[src/rtl/ls_pkg.sv]
// Shared types and defaults for the load/store unit.
// The timeout counter width is derived from the abort limit.
package ls_pkg;

  typedef enum logic [1:0] {
    IDLE = 2'd0,
    REQ  = 2'd1,
    FIN  = 2'd2
  } ls_state_e;

  localparam int LS_AW      = 8;
  localparam int LS_DW      = 8;
  localparam int LS_PW      = 2;
  localparam int LS_TIMEOUT = 15;

  function automatic int cnt_width(input int limit);
    return $clog2(limit + 1);
  endfunction

  localparam int LS_CW = cnt_width(LS_TIMEOUT);

endpackage

[src/rtl/ls_timer.sv]
// Request-cycle counter: cleared on accept, counts un-acked REQ cycles.
// expired flags the counting cycle that brings the count up to LIMIT.
module ls_timer
  import ls_pkg::*;
#(
  parameter int LIMIT = LS_TIMEOUT
) (
  input  logic clk,
  input  logic rst_n,
  input  logic clear,
  input  logic enable,
  output logic expired
);

  localparam int CW = cnt_width(LIMIT);

  logic [CW-1:0] cnt;

  always_ff @(posedge clk or negedge rst_n) begin
    if (!rst_n) begin
      cnt <= '0;
    end else if (clear) begin
      cnt <= '0;
    end else if (enable) begin
      cnt <= cnt + 1'b1;
    end
  end

  // Compare against LIMIT-1 so the abort decision is made in the same cycle
  // the count would reach LIMIT.
  assign expired = enable && (cnt == CW'(LIMIT - 1));

endmodule

[src/rtl/ls_unit.sv]
// Load/store unit: one memory op at a time over req/ack, with timeout abort.
// Loads complete through the register-file write port in the FIN cycle.
//
// state | meaning
// IDLE  | ready for a new op; op_valid latches the operation
// REQ   | mem_req held until mem_ack or timeout
// FIN   | one-cycle done pulse; rf write for successful loads
module ls_unit
  import ls_pkg::*;
#(
  parameter int AW      = LS_AW,
  parameter int DW      = LS_DW,
  parameter int PW      = LS_PW,
  parameter int TIMEOUT = LS_TIMEOUT
) (
  input  logic          clk,
  input  logic          rst_n,
  input  logic          op_valid,
  output logic          op_ready,
  input  logic          op_store,
  input  logic [AW-1:0] op_addr,
  input  logic [DW-1:0] op_wdata,
  input  logic [PW-1:0] op_dst,
  output logic          done,
  output logic          err,
  input  logic          err_clr,
  output logic          mem_req,
  output logic          mem_we,
  output logic [AW-1:0] mem_addr,
  output logic [DW-1:0] mem_wdata,
  input  logic          mem_ack,
  input  logic [DW-1:0] mem_rdata,
  output logic          rf_we,
  output logic [PW-1:0] rf_ptr_w,
  output logic [DW-1:0] rf_di
);

  ls_state_e     state, state_nxt;
  logic          store_q;
  logic          abort_q;
  logic [AW-1:0] addr_q;
  logic [DW-1:0] wdata_q;
  logic [DW-1:0] rdata_q;
  logic [PW-1:0] dst_q;
  logic          tmr_clear;
  logic          tmr_en;
  logic          tmr_expired;
  logic          accept;

  ls_timer #(
    .LIMIT (TIMEOUT)
  ) u_timer (
    .clk     (clk),
    .rst_n   (rst_n),
    .clear   (tmr_clear),
    .enable  (tmr_en),
    .expired (tmr_expired)
  );

  always_ff @(posedge clk or negedge rst_n) begin
    if (!rst_n) begin
      state <= IDLE;
    end else begin
      state <= state_nxt;
    end
  end

  always_comb begin
    state_nxt = state;
    tmr_clear = 1'b0;
    tmr_en    = 1'b0;
    accept    = 1'b0;
    op_ready  = 1'b0;
    mem_req   = 1'b0;
    mem_we    = 1'b0;
    done      = 1'b0;
    rf_we     = 1'b0;
    case (state)
      IDLE: begin
        op_ready = 1'b1;
        if (op_valid) begin
          accept    = 1'b1;
          tmr_clear = 1'b1;
          state_nxt = REQ;
        end
      end
      REQ: begin
        mem_req = 1'b1;
        mem_we  = store_q;
        if (mem_ack) begin
          state_nxt = FIN;
        end else begin
          tmr_en = 1'b1;
          if (tmr_expired) state_nxt = FIN;
        end
      end
      FIN: begin
        done      = 1'b1;
        rf_we     = !store_q && !abort_q;
        state_nxt = IDLE;
      end
      default: state_nxt = IDLE;
    endcase
  end

  always_ff @(posedge clk or negedge rst_n) begin
    if (!rst_n) begin
      store_q <= 1'b0;
      abort_q <= 1'b0;
      addr_q  <= '0;
      wdata_q <= '0;
      dst_q   <= '0;
      rdata_q <= '0;
    end else begin
      if (accept) begin
        store_q <= op_store;
        addr_q  <= op_addr;
        wdata_q <= op_wdata;
        dst_q   <= op_dst;
        abort_q <= 1'b0;
      end
      if (state == REQ && mem_ack && !store_q) rdata_q <= mem_rdata;
      if (tmr_expired) abort_q <= 1'b1;
    end
  end

  // A timeout in the same cycle as err_clr keeps the flag set.
  always_ff @(posedge clk or negedge rst_n) begin
    if (!rst_n) begin
      err <= 1'b0;
    end else if (tmr_expired) begin
      err <= 1'b1;
    end else if (err_clr) begin
      err <= 1'b0;
    end
  end

  assign mem_addr  = addr_q;
  assign mem_wdata = wdata_q;
  assign rf_ptr_w  = dst_q;
  assign rf_di     = rdata_q;

endmodule

[config.mk]
export PLATFORM = sky130hd
export DESIGN_NAME = ls_unit
export DESIGN_NICKNAME = d
export VERILOG_FILES = /design/src/rtl/ls_pkg.sv /design/src/rtl/ls_timer.sv /design/src/rtl/ls_unit.sv
export SDC_FILE = /design/constraint.sdc
export NUM_CORES = 1
export LEC_CHECK = 0
export ABC_AREA = 1
export CAP_MARGIN = 20
export CORE_UTILIZATION = 42
export CTS_CLUSTER_DIAMETER = 50
export CTS_CLUSTER_SIZE = 30
export DETAILED_ROUTE_END_ITERATION = 12
export MAX_ROUTING_LAYER = met4
export PLACE_DENSITY = 0.79
export SYNTH_ARGS = -nofsm -noshare
export SYNTH_HDL_FRONTEND = slang
export SYNTH_SLANG_ARGS = --single-unit
[constraint.sdc]
create_clock -name clk -period 1.9 [get_ports clk]
set_clock_uncertainty 0.2 [all_clocks]
set_input_delay 0.38 -clock clk [delete_from_list [all_inputs] [get_ports clk]]
set_output_delay 0.38 -clock clk [all_outputs]
set_load 0.005 [all_outputs]
== After elaboration in Yosys (flattened, before gate mapping) ==
Index checks and enable logic that the tools add are counted.
Storage, ports and cells
  register bits after elaboration: 35
  input port bits: 32
  word-level logic and storage cells: 45
Operators by class
  add/sub/neg operators: 1
  eq/ne operators: 5
  muxes and demuxes: 19
  reductions and logical operators: 11
Operators by type and width (count)
  $mux W1: 13
  $mux W4: 2
  $mux W2: 3
  $reduce_bool A2 Y1: 3
  $add A4 B1 Y4 const B: 1
  $eq A4 B4 Y1 const B: 1
  $logic_and A1 B1 Y1: 4
  $pmux W2 S2: 1
  $ne A3 B3 Y1 const B: 1
  $eq A2 B1 Y1 const B: 1
  $eq A2 B2 Y1 const B: 1
  $logic_not A1 Y1: 2
  $logic_not A2 Y1: 1
  $ne A2 B2 Y1 const B: 1
  $reduce_and A2 Y1: 1

== Longest topological paths before layout ==
Gate-level depths: netlist (run 1).
  depth in word-level cells: 6
  depth in mapped cells: 7

== Hierarchy ==
A second synthesis (run 1) with hierarchy kept.
Unflattened totals
  cell total of the unflattened synthesis: 169
  area, all modules: 1488.9 um^2
Modules (own cells, without submodules)
  ls_unit: instances 1, cells each 142, area an instance 1267.5 um^2, sequential area each 775.7 um^2
  ls_timer: instances 1, cells each 27, area an instance 221.5 um^2, sequential area each 100.1 um^2

== Least setup slack after synthesis (run 1) ==
Ideal clock, no wire load.
  path type: register to output
  start point: reg state[0]
  end point: out op_ready
  arrival: 0.831 ns
  setup slack: 0.489 ns
  cell stages (with the launch flop): 4
  buffers on the path: 2
  cell sequence: dfrtp_1 -> nor2_2 -> buf_4 -> buf_6
Between the ends
  cells in the longest elaborated chain, start to end: 2
RTL lines
  start, declared: RTL line ls_unit.sv:38  | ls_state_e state, state_nxt;
  start signal, assigned: RTL line ls_unit.sv:64  | state <= state_nxt;
  $logic_not A2 Y1: RTL line ls_unit.sv:78  | case (state)
  $mux W1: RTL line ls_unit.sv:78
  end, declared: RTL line ls_unit.sv:19  | output logic op_ready,
No other way between the ends.

== Worst setup path in the final report (run 1) ==
  start point: reg addr_q[0], in the netlist mem_addr[0]
  end point: out mem_addr[0]
RTL lines
  start, declared: RTL line ls_unit.sv:41  | logic [AW-1:0] addr_q;
  start signal, assigned: RTL line ls_unit.sv:117  | addr_q <= op_addr;
  end, declared: RTL line ls_unit.sv:29  | output logic [AW-1:0] mem_addr,
No word-level cell between the ends.

==> flow_summary.toml, run 1 <==
[yosys]
synthArstFlopShare = 1.00
synth_cell_type_count = 21
synth_cells = 165
synth_ff_type = "dfrtp_1"
synth_top_area_frac = 0.578
synth-edff-count = 0
syn-cell-area_um2 = 1520
post-synth-top-area-cell = "dfrtp_1"
ys_ff_latch = 35
synth_warnings = 0
yosysSeqAreaShare = 0.578
synthesis.nets = 199
avgSynthCellArea_um2 = 9.18
synthTopCellsByArea = "dfrtp_1, nand2_1, nand3_1"

[critical_path]
crit_type = "reg2out"
crit_path_start = "mem_addr[0]"
worstPathRequired_ns = 1.32
cp_num_cells = 1
worstSetupStartpointType = "flip-flop"
reg2reg_depth = 8
cp-end-kind = "output port"
r2r_start = "state[0]"
crit_path_max_incr_delay_ns = 0.51
crit_slowest_cell = "clkdlybuf4s50_1"
path_max_fanout = 2
path_buf_inv = 1
crit_family = "buffers and inverters"
cp_cell_sequence = "clkdlybuf4s50_1"
crit_arrival_ns = 1.23

[worst_hold_path]
min_path_cells = 2
min_path_type = "reg2reg"
hold_start = "mem_addr[7]"

[route]
first_iter_violations = 33
m1WireLength_um = 1310
wl_per_cell_um = 10.9
drc = 0
first_pass_iters = 4
viasPerCell = 4.57
ant_nets = 0
routed_wl_um = 3120
wl_met2_um = 1550
vias = 1303
top_layer = "met4"
wl_met3_um = 200

[power_and_ir_drop]
power_density_nw_per_um2 = 1230
irDropWorstVdd_mv = 0.660
total_power_mw = 2.82
p_leak_nw = 1.16

[cts]
cts_tree = "yes"
clkLatencyLatePin_ns = 0.35
clk_pin_slew_ns = 0.09
clockRootBuffer = "clkbuf_4"
ctsHtreeMaxLevel = 2
cts_buffers = 5
cts.path.max_buffers = 2
clock-sinks = 35

[layout]
post-route-util = 0.677
fillers = 287
diodes = 0
final_nets = 272
drive_gt1_frac = 0.146
design_area_um2 = 2290
areaGrowthSynthToFinish_pct = 51.4

[placement]
hpwlAfterDp_um = 2280
place_congestion = 0.726
place_area_um2 = 2190
portBuffers = 63

[global_route]
grt_pass1_wl_um = 5110
grt_pass1_vias = 1187
grtUsageTotal = 0.197
grt-ovfl-total = 0
grt_max_degree = 23
antenna_found_initial = 0

[sta]
fin_crit_sh = 0.955
fin_crit_ns = 1.81
setup_viol = 0
worstMarginPinSlew_ns = 0.469
max_clock_freq_ghz = 0.551
slew_headroom = 0.688
slew_viol_final = 0
finalHoldViolations = 0
tns_ns = 0

[floorplanning]
die_x_um = 62.1
io_pins = 64
die_h_um = 62.1
initial_utilization = 0.447
rows = 21
dieArea_um2 = 3850
coreArea_um2 = 3390

[run_status]
status = "finished, final reports clean"

[flow_run]
maxCapViolCount = 0
[power breakdown]
group	total [mW]	switching [mW]	internal [mW]
Clock	0.455	0.238	0.218
Sequential	1.18	0.163	1.02
Combinational	1.18	0.482	0.697
[cell type report]
type                       count  area [um2]  area share
clock buffer                   8        68.8      0.0300
inverter                      18        67.6      0.0294
multi-input combinational    105         532       0.232
sequential                    35         876       0.382
tap                           46        57.6      0.0251
timing repair buffer          73         693       0.302
[cells in the final DEF (no fill, tap or decap)]
cell / instances
clkdlybuf4s50_1: 57
nand2_1: 56
dfrtp_1: 35
nand3_1: 23
inv_1: 16
o21ai_2: 8
buf_4: 8
clkbuf_4: 5
nor2_1: 3
clkbuf_2: 3
inv_2: 2
o21ai_0: 2
a21oi_1: 2
ha_1: 2
clkbuf_8: 2
nor2_4: 1
nor4_1: 1
nand2_4: 1
nand2_2: 1
or2_2: 1
nand4_1: 1
nand3_4: 1
xor2_1: 1
o22ai_1: 1
clkbuf_1: 1
dlygate4sd3_1: 1
buf_2: 1
dlygate4sd2_1: 1
dlymetal6s2s_1: 1
buf_6: 1
[synthesized netlist by cell type (2+ instances only)]
master,instances
nand2_2,2
dfrtp_1,35
inv_1,17
buf_6,2
o21ai_2,8
nand3_1,23
buf_2,4
a21oi_1,2
nor2_1,3
nand2_1,56
o21ai_0,2
ha_1,2
[worst reg2reg max path: stages, from the launching register on]
cell and delay, ns:
dfrtp_1 0.39, buf_4 0.15, nor2_4 0.13, buf_4 0.24, nand2_2 0.21, nand2_1 0.18
inv_1 0.07, nand2_1 0.07, nand2_1 0.05
[metrics by stage]
step / setup WS (ns) / cells / hold WS (ns)
finish: 0.0859 / 285 / 0.279
global route: -0.00771 / 285 / 0.315
CTS: -0.202 / 284 / 0.285
detailed placement: 0.0654 / 273 / 0.162
global placement: 0.0929 / 273 / 0.164
floorplan: 0.489 / 165 / -0.116
[logic make-up (layout without fill, tap and decap cells)]
logic type      after synthesis  after routing  synth area share
xor+xnor                      1              1           0.00578
compound gates               13             13            0.0636
buf+inv                      25             99            0.0776
flops                        35             35             0.578
fa+ha+maj                     2              2            0.0165
simple gates                 89             89             0.258
[state kept, by name (all words and copies together) (netlist names)]
| name | flops |
|---|---|
| mem_addr | 8 |
| err | 1 |
| state | 2 |
| u_timer.cnt | 4 |
| store_q | 1 |
| rf_di | 8 |
| rf_ptr_w | 2 |
| mem_wdata | 8 |
| abort_q | 1 |
[worst paths after layout]
check | end | slack, ns
min in group asynchronous | err | 0.31
max reg2reg | u_timer.cnt[2] | 0.11
max in group asynchronous | rf_di[0] | 0.70
max | mem_addr[0] | 0.09
min | mem_addr[7] | 0.28
min reg2reg | mem_addr[7] | 0.28
[layer usage]
| layer | GRT usage | vias up |
|---|---|---|
| met4 | 0.0857 | 0 |
| met2 | 0.313 | 40 |
| li1 | - | 668 |
| met5 | - | - |
| met3 | 0.0745 | 7 |
| met1 | 0.222 | 588 |
[what timing repair did]
item                                   4_1_cts  5_1_grt
gates resized for setup                      8        7
endpoints found under the hold margin       20        0
pin swaps                                    1        0
setup endpoints to repair                    5        4
hold buffers                                 1        0
setup buffers                                2        1
(Power assumes the default switching activity.)
==> run 2, diff against run 1 <==
Settings changed: CORE_UTILIZATION 42 to 35, PLACE_DENSITY 0.79 to 0.68.
==> flow_summary.toml, run 2 (synthesized netlist as in run 1, its figures left out) <==
[run_status]
status = "finished, final reports clean"

[cts]
cts.path.max_buffers = 2
clkLatencyLatePin_ns = 0.28
cts_buffers = 5
ctsHtreeMaxLevel = 2
clk_pin_slew_ns = 0.06
cts_tree = "yes"
clockRootBuffer = "clkbuf_8"
clock-sinks = 35

[critical_path]
crit_path_max_incr_delay_ns = 0.38
worstSetupStartpointType = "flip-flop"
cp-end-kind = "output port"
regToRegSetupSlack_ns = 0.21
crit_type = "reg2out"
path_max_fanout = 2
crit_slowest_cell = "dfrtp_1"
crit_arrival_ns = 1.26
crit_top_cell = "buf_4"
worstPathRequired_ns = 1.32
cp_cell_sequence = "buf_4, buf_4, nor4_1, clkbuf_2"

[floorplanning]
dieArea_um2 = 4600
die_x_um = 67.8
initial_utilization = 0.371
die_h_um = 67.8
coreArea_um2 = 4090
io_pins = 64
rows = 23

[layout]
diodes = 0
drive_gt1_frac = 0.131
post-route-util = 0.565
layout_commonest_cell = "clkdlybuf4s50_1"
areaGrowthSynthToFinish_pct = 52.4
final_nets = 272
layout_common_cells = "clkdlybuf4s50_1, nand2_1, dfrtp_1"

[worst_hold_path]
min_path_type = "reg2reg"

[route]
wl_per_cell_um = 11.6
first_iter_violations = 58
vias = 1284
drc = 0
routed_wl_um = 3330
first_pass_iters = 4
viasPerCell = 4.47
ant_nets = 0

[global_route]
grt_pass1_vias = 1177
grt_max_degree = 20
antenna_found_initial = 0
grt_pass1_wl_um = 5310
grtUsageTotal = 0.166
grt-ovfl-total = 0

[sta]
rsz0062_at_grt = "false"
setup_ws_ns = 0.0641
worstMarginPinSlew_ns = 0.258
finalHoldViolations = 0
slew_viol_final = 0
max_clock_freq_ghz = 0.545
slew_headroom = 0.828
setup_viol = 0
tns_ns = 0
fin_hold_ws_ns = 0.271
fin_crit_ns = 1.84
fin_crit_sh = 0.966

[power_and_ir_drop]
irDropWorstVdd_mv = 0.628
p_leak_nw = 1.16
total_power_mw = 2.86
power_density_nw_per_um2 = 1240

[placement]
portBuffers = 63
place_congestion = 0.773
hpwlAfterDp_um = 2440
pre_cts_slack_ns = 0.0730

[flow_run]
maxCapViolCount = 0
run 2: path summary, 6_finish.rpt:
check | start | end | depth (start not counted)
worst min-delay path | mem_addr[5] | mem_addr[5] | 2
worst max-delay path | state[0] | rf_we | 4
min in group asynchronous | rst_n | state[0] | 2
worst min register to register | mem_addr[5] | mem_addr[5] | 2
worst max register to register | state[0] | u_timer.cnt[3] | 8
max in group asynchronous | rst_n | rf_di[3] | 3
run 2: critical path: cells and delay by family, from the launching register on:
kind	cells	cell delay [ns]
and+or+nand+nor	1	0.17
DFF	1	0.38
buffers and inverters	3	0.43
run 2: area by class of cell:
| cell class | instances | area [um2] |
|---|---|---|
| fillers | 392 | 1780 |
| flip-flops and latches | 35 | 876 |
| repair buffers | 73 | 699 |
| multi-input cells | 105 | 532 |
| clock buffers | 6 | 72.6 |
| inverters | 18 | 67.6 |
| well taps | 50 | 62.6 |
run 2: layer usage:
layer,global-route usage,vias up,routed length [um]
met5,-,-,0
met4,0.0625,0,55
met3,0.0642,7,203
met2,0.255,37,1590
met1,0.197,577,1480
li1,-,663,-
run 2: power breakdown:
| part | total, mW | switching, mW | internal (mW) |
|---|---|---|---|
| registers | 1.19 | 0.165 | 1.02 |
| logic | 1.19 | 0.488 | 0.701 |
| clock network | 0.486 | 0.243 | 0.244 |
| total | 2.86 | 0.895 | 1.97 |
run 2: what timing repair did:
item                                    CTS  global route
resized for setup                         7             5
pin swaps                                 2             1
setup buffers                             2             1
hold buffers                              1             0
endpoints found under the setup margin    5             4
endpoints found under the hold margin    10             0
run 2: stage by stage:
step | std cells | cell area, um2
6_report | 287 | 2310
2_1_floorplan | 165 | 1520
4_1_cts | 286 | 2300
3_5_place_dp | 277 | 2200
5_1_grt | 287 | 2310
3_3_place_gp | 277 | 2200
==> run 3, diff against run 2 <==
Settings changed: CORE_MARGIN set to 1.5, CORE_UTILIZATION 35 to 40, PLACE_DENSITY 0.68 to 0.76.
==> flow_summary.toml, run 3 (synthesized netlist as in run 1, its figures left out) <==
[run_status]
status = "finished, final reports clean"

[floorplanning]
io_pins = 64
rows = 22
initial_utilization = 0.414
die_h_um = 64.5
coreArea_um2 = 3660
die_x_um = 64.5
dieArea_um2 = 4170

[critical_path]
cp-end-kind = "output port"
crit_slowest_cell = "dfrtp_1"
r2r-end = "mem_wdata[4]"
path_max_fanout = 4
crit_path_max_incr_delay_ns = 0.38
r2r_start = "state[0]"
regToRegSetupSlack_ns = 0.20
worstSetupStartpointType = "flip-flop"
cp_cell_sequence = "buf_4, nand2_2, inv_2, dlygate4sd2_1"
crit_type = "reg2out"
reg2reg_depth = 7
worstPathRequired_ns = 1.32
crit_arrival_ns = 1.20

[sta]
worstMarginPinSlew_ns = 0.433
max_clock_freq_ghz = 0.560
tns_ns = 0
slew_viol_final = 0
fin_crit_sh = 0.939
finalHoldViolations = 0
setup_viol = 0
fin_crit_ns = 1.78
rsz0062_at_grt = "false"
slew_headroom = 0.712

[layout]
layout_commonest_cell = "clkdlybuf4s50_1"
areaGrowthSynthToFinish_pct = 50.6
final_nets = 270
multi_input_area_um2 = 528
seqCellArea_um2 = 876
fillers = 339
drive_gt1_frac = 0.128
diodes = 0
design_area_um2 = 2280
layout_common_cells = "clkdlybuf4s50_1, nand2_1, dfrtp_1"

[route]
viasPerCell = 4.55
first_iter_violations = 40
first_pass_iters = 4
routed_wl_um = 3080
ant_nets = 0
wl_per_cell_um = 10.9
drc = 0
vias = 1288

[placement]
place_area_um2 = 2190
place_congestion = 0.794
hpwlAfterDp_um = 2230
portBuffers = 63

[cts]
cts_tree = "yes"
clock-sinks = 35
cts_buffers = 5
ctsHtreeMaxLevel = 2
clk_pin_slew_ns = 0.06
cts.path.max_buffers = 2
clockRootBuffer = "clkbuf_8"
clkLatencyLatePin_ns = 0.28

[global_route]
use_met1 = 0.196
grtUsageTotal = 0.161
busiest_layer = "met2"
grt_pass1_vias = 1172
antenna_found_initial = 0
grt_pass1_wl_um = 5070
grt_max_degree = 36
grt_use_met2 = 0.257
gr-usage-met3 = 0.0538
grt-ovfl-total = 0

[worst_hold_path]
min_path_cells = 2
hold_end = "mem_wdata[7]"
min_path_type = "reg2reg"
hold_start = "mem_wdata[7]"

[power_and_ir_drop]
p_leak_nw = 1.14
irDropWorstVdd_mv = 0.712
total_power_mw = 2.80
power_density_nw_per_um2 = 1230

[flow_run]
maxCapViolCount = 0
-- run 3: critical path, delay by kind of cell, from the launching register on --
family,cells,cell delay [ns]
buffers and inverters,3,0.45
AND/OR/NAND/NOR,1,0.09
flip-flops,1,0.38
-- run 3: repair_timing --
item	in CTS	in global routing
setup endpoints to repair	5	1
gates resized for setup	7	2
buffers inserted	2	0
hold buffers	1	0
endpoints found under the hold margin	35	0
-- run 3: metal layers --
metal  vias up  part of all wire
li1        656                 -
met1       589              0.44
met2        41              0.50
met3         2             0.060
met4         0            0.0026
met5         -                 0
-- run 3: power by group --
part	internal [mW]	switching [mW]	total (mW)
clock	0.244	0.231	0.475
sequential	1.02	0.164	1.19
combinational	0.676	0.464	1.14
total	1.94	0.859	2.80
-- run 3: how the worst max path moves through the flow --
stage	cells after the start	start	slack, ns	end
finish	4	state[0]	0.12	mem_req
global route	3	state[0]	0.04	op_ready
CTS	4	state[1]	0.003	rf_we
detailed placement	3	state[1]	0.08	rf_we
global placement	3	state[1]	0.11	rf_we
floorplan	3	state[0]	0.49	op_ready
-- run 3: layout make-up --
cell class | count | area share
timing repair buffer | 71 | 0.297
inverter | 18 | 0.0296
clock buffer | 6 | 0.0318
multi-input combinational | 105 | 0.231
sequential | 35 | 0.384
tap | 48 | 0.0263
-- run 3: metrics by stage --
stage | setup WS [ns] | hold WS, ns | utilization | cells
final | 0.115 | 0.270 | 0.623 | 283
after CTS | 0.00320 | 0.274 | 0.623 | 283
after detailed placement | 0.0813 | 0.241 | 0.598 | 274
after global placement | 0.113 | 0.242 | 0.598 | 274
after global routing | 0.0367 | 0.297 | 0.623 | 283
after floorplan | 0.489 | -0.116 | - | 165
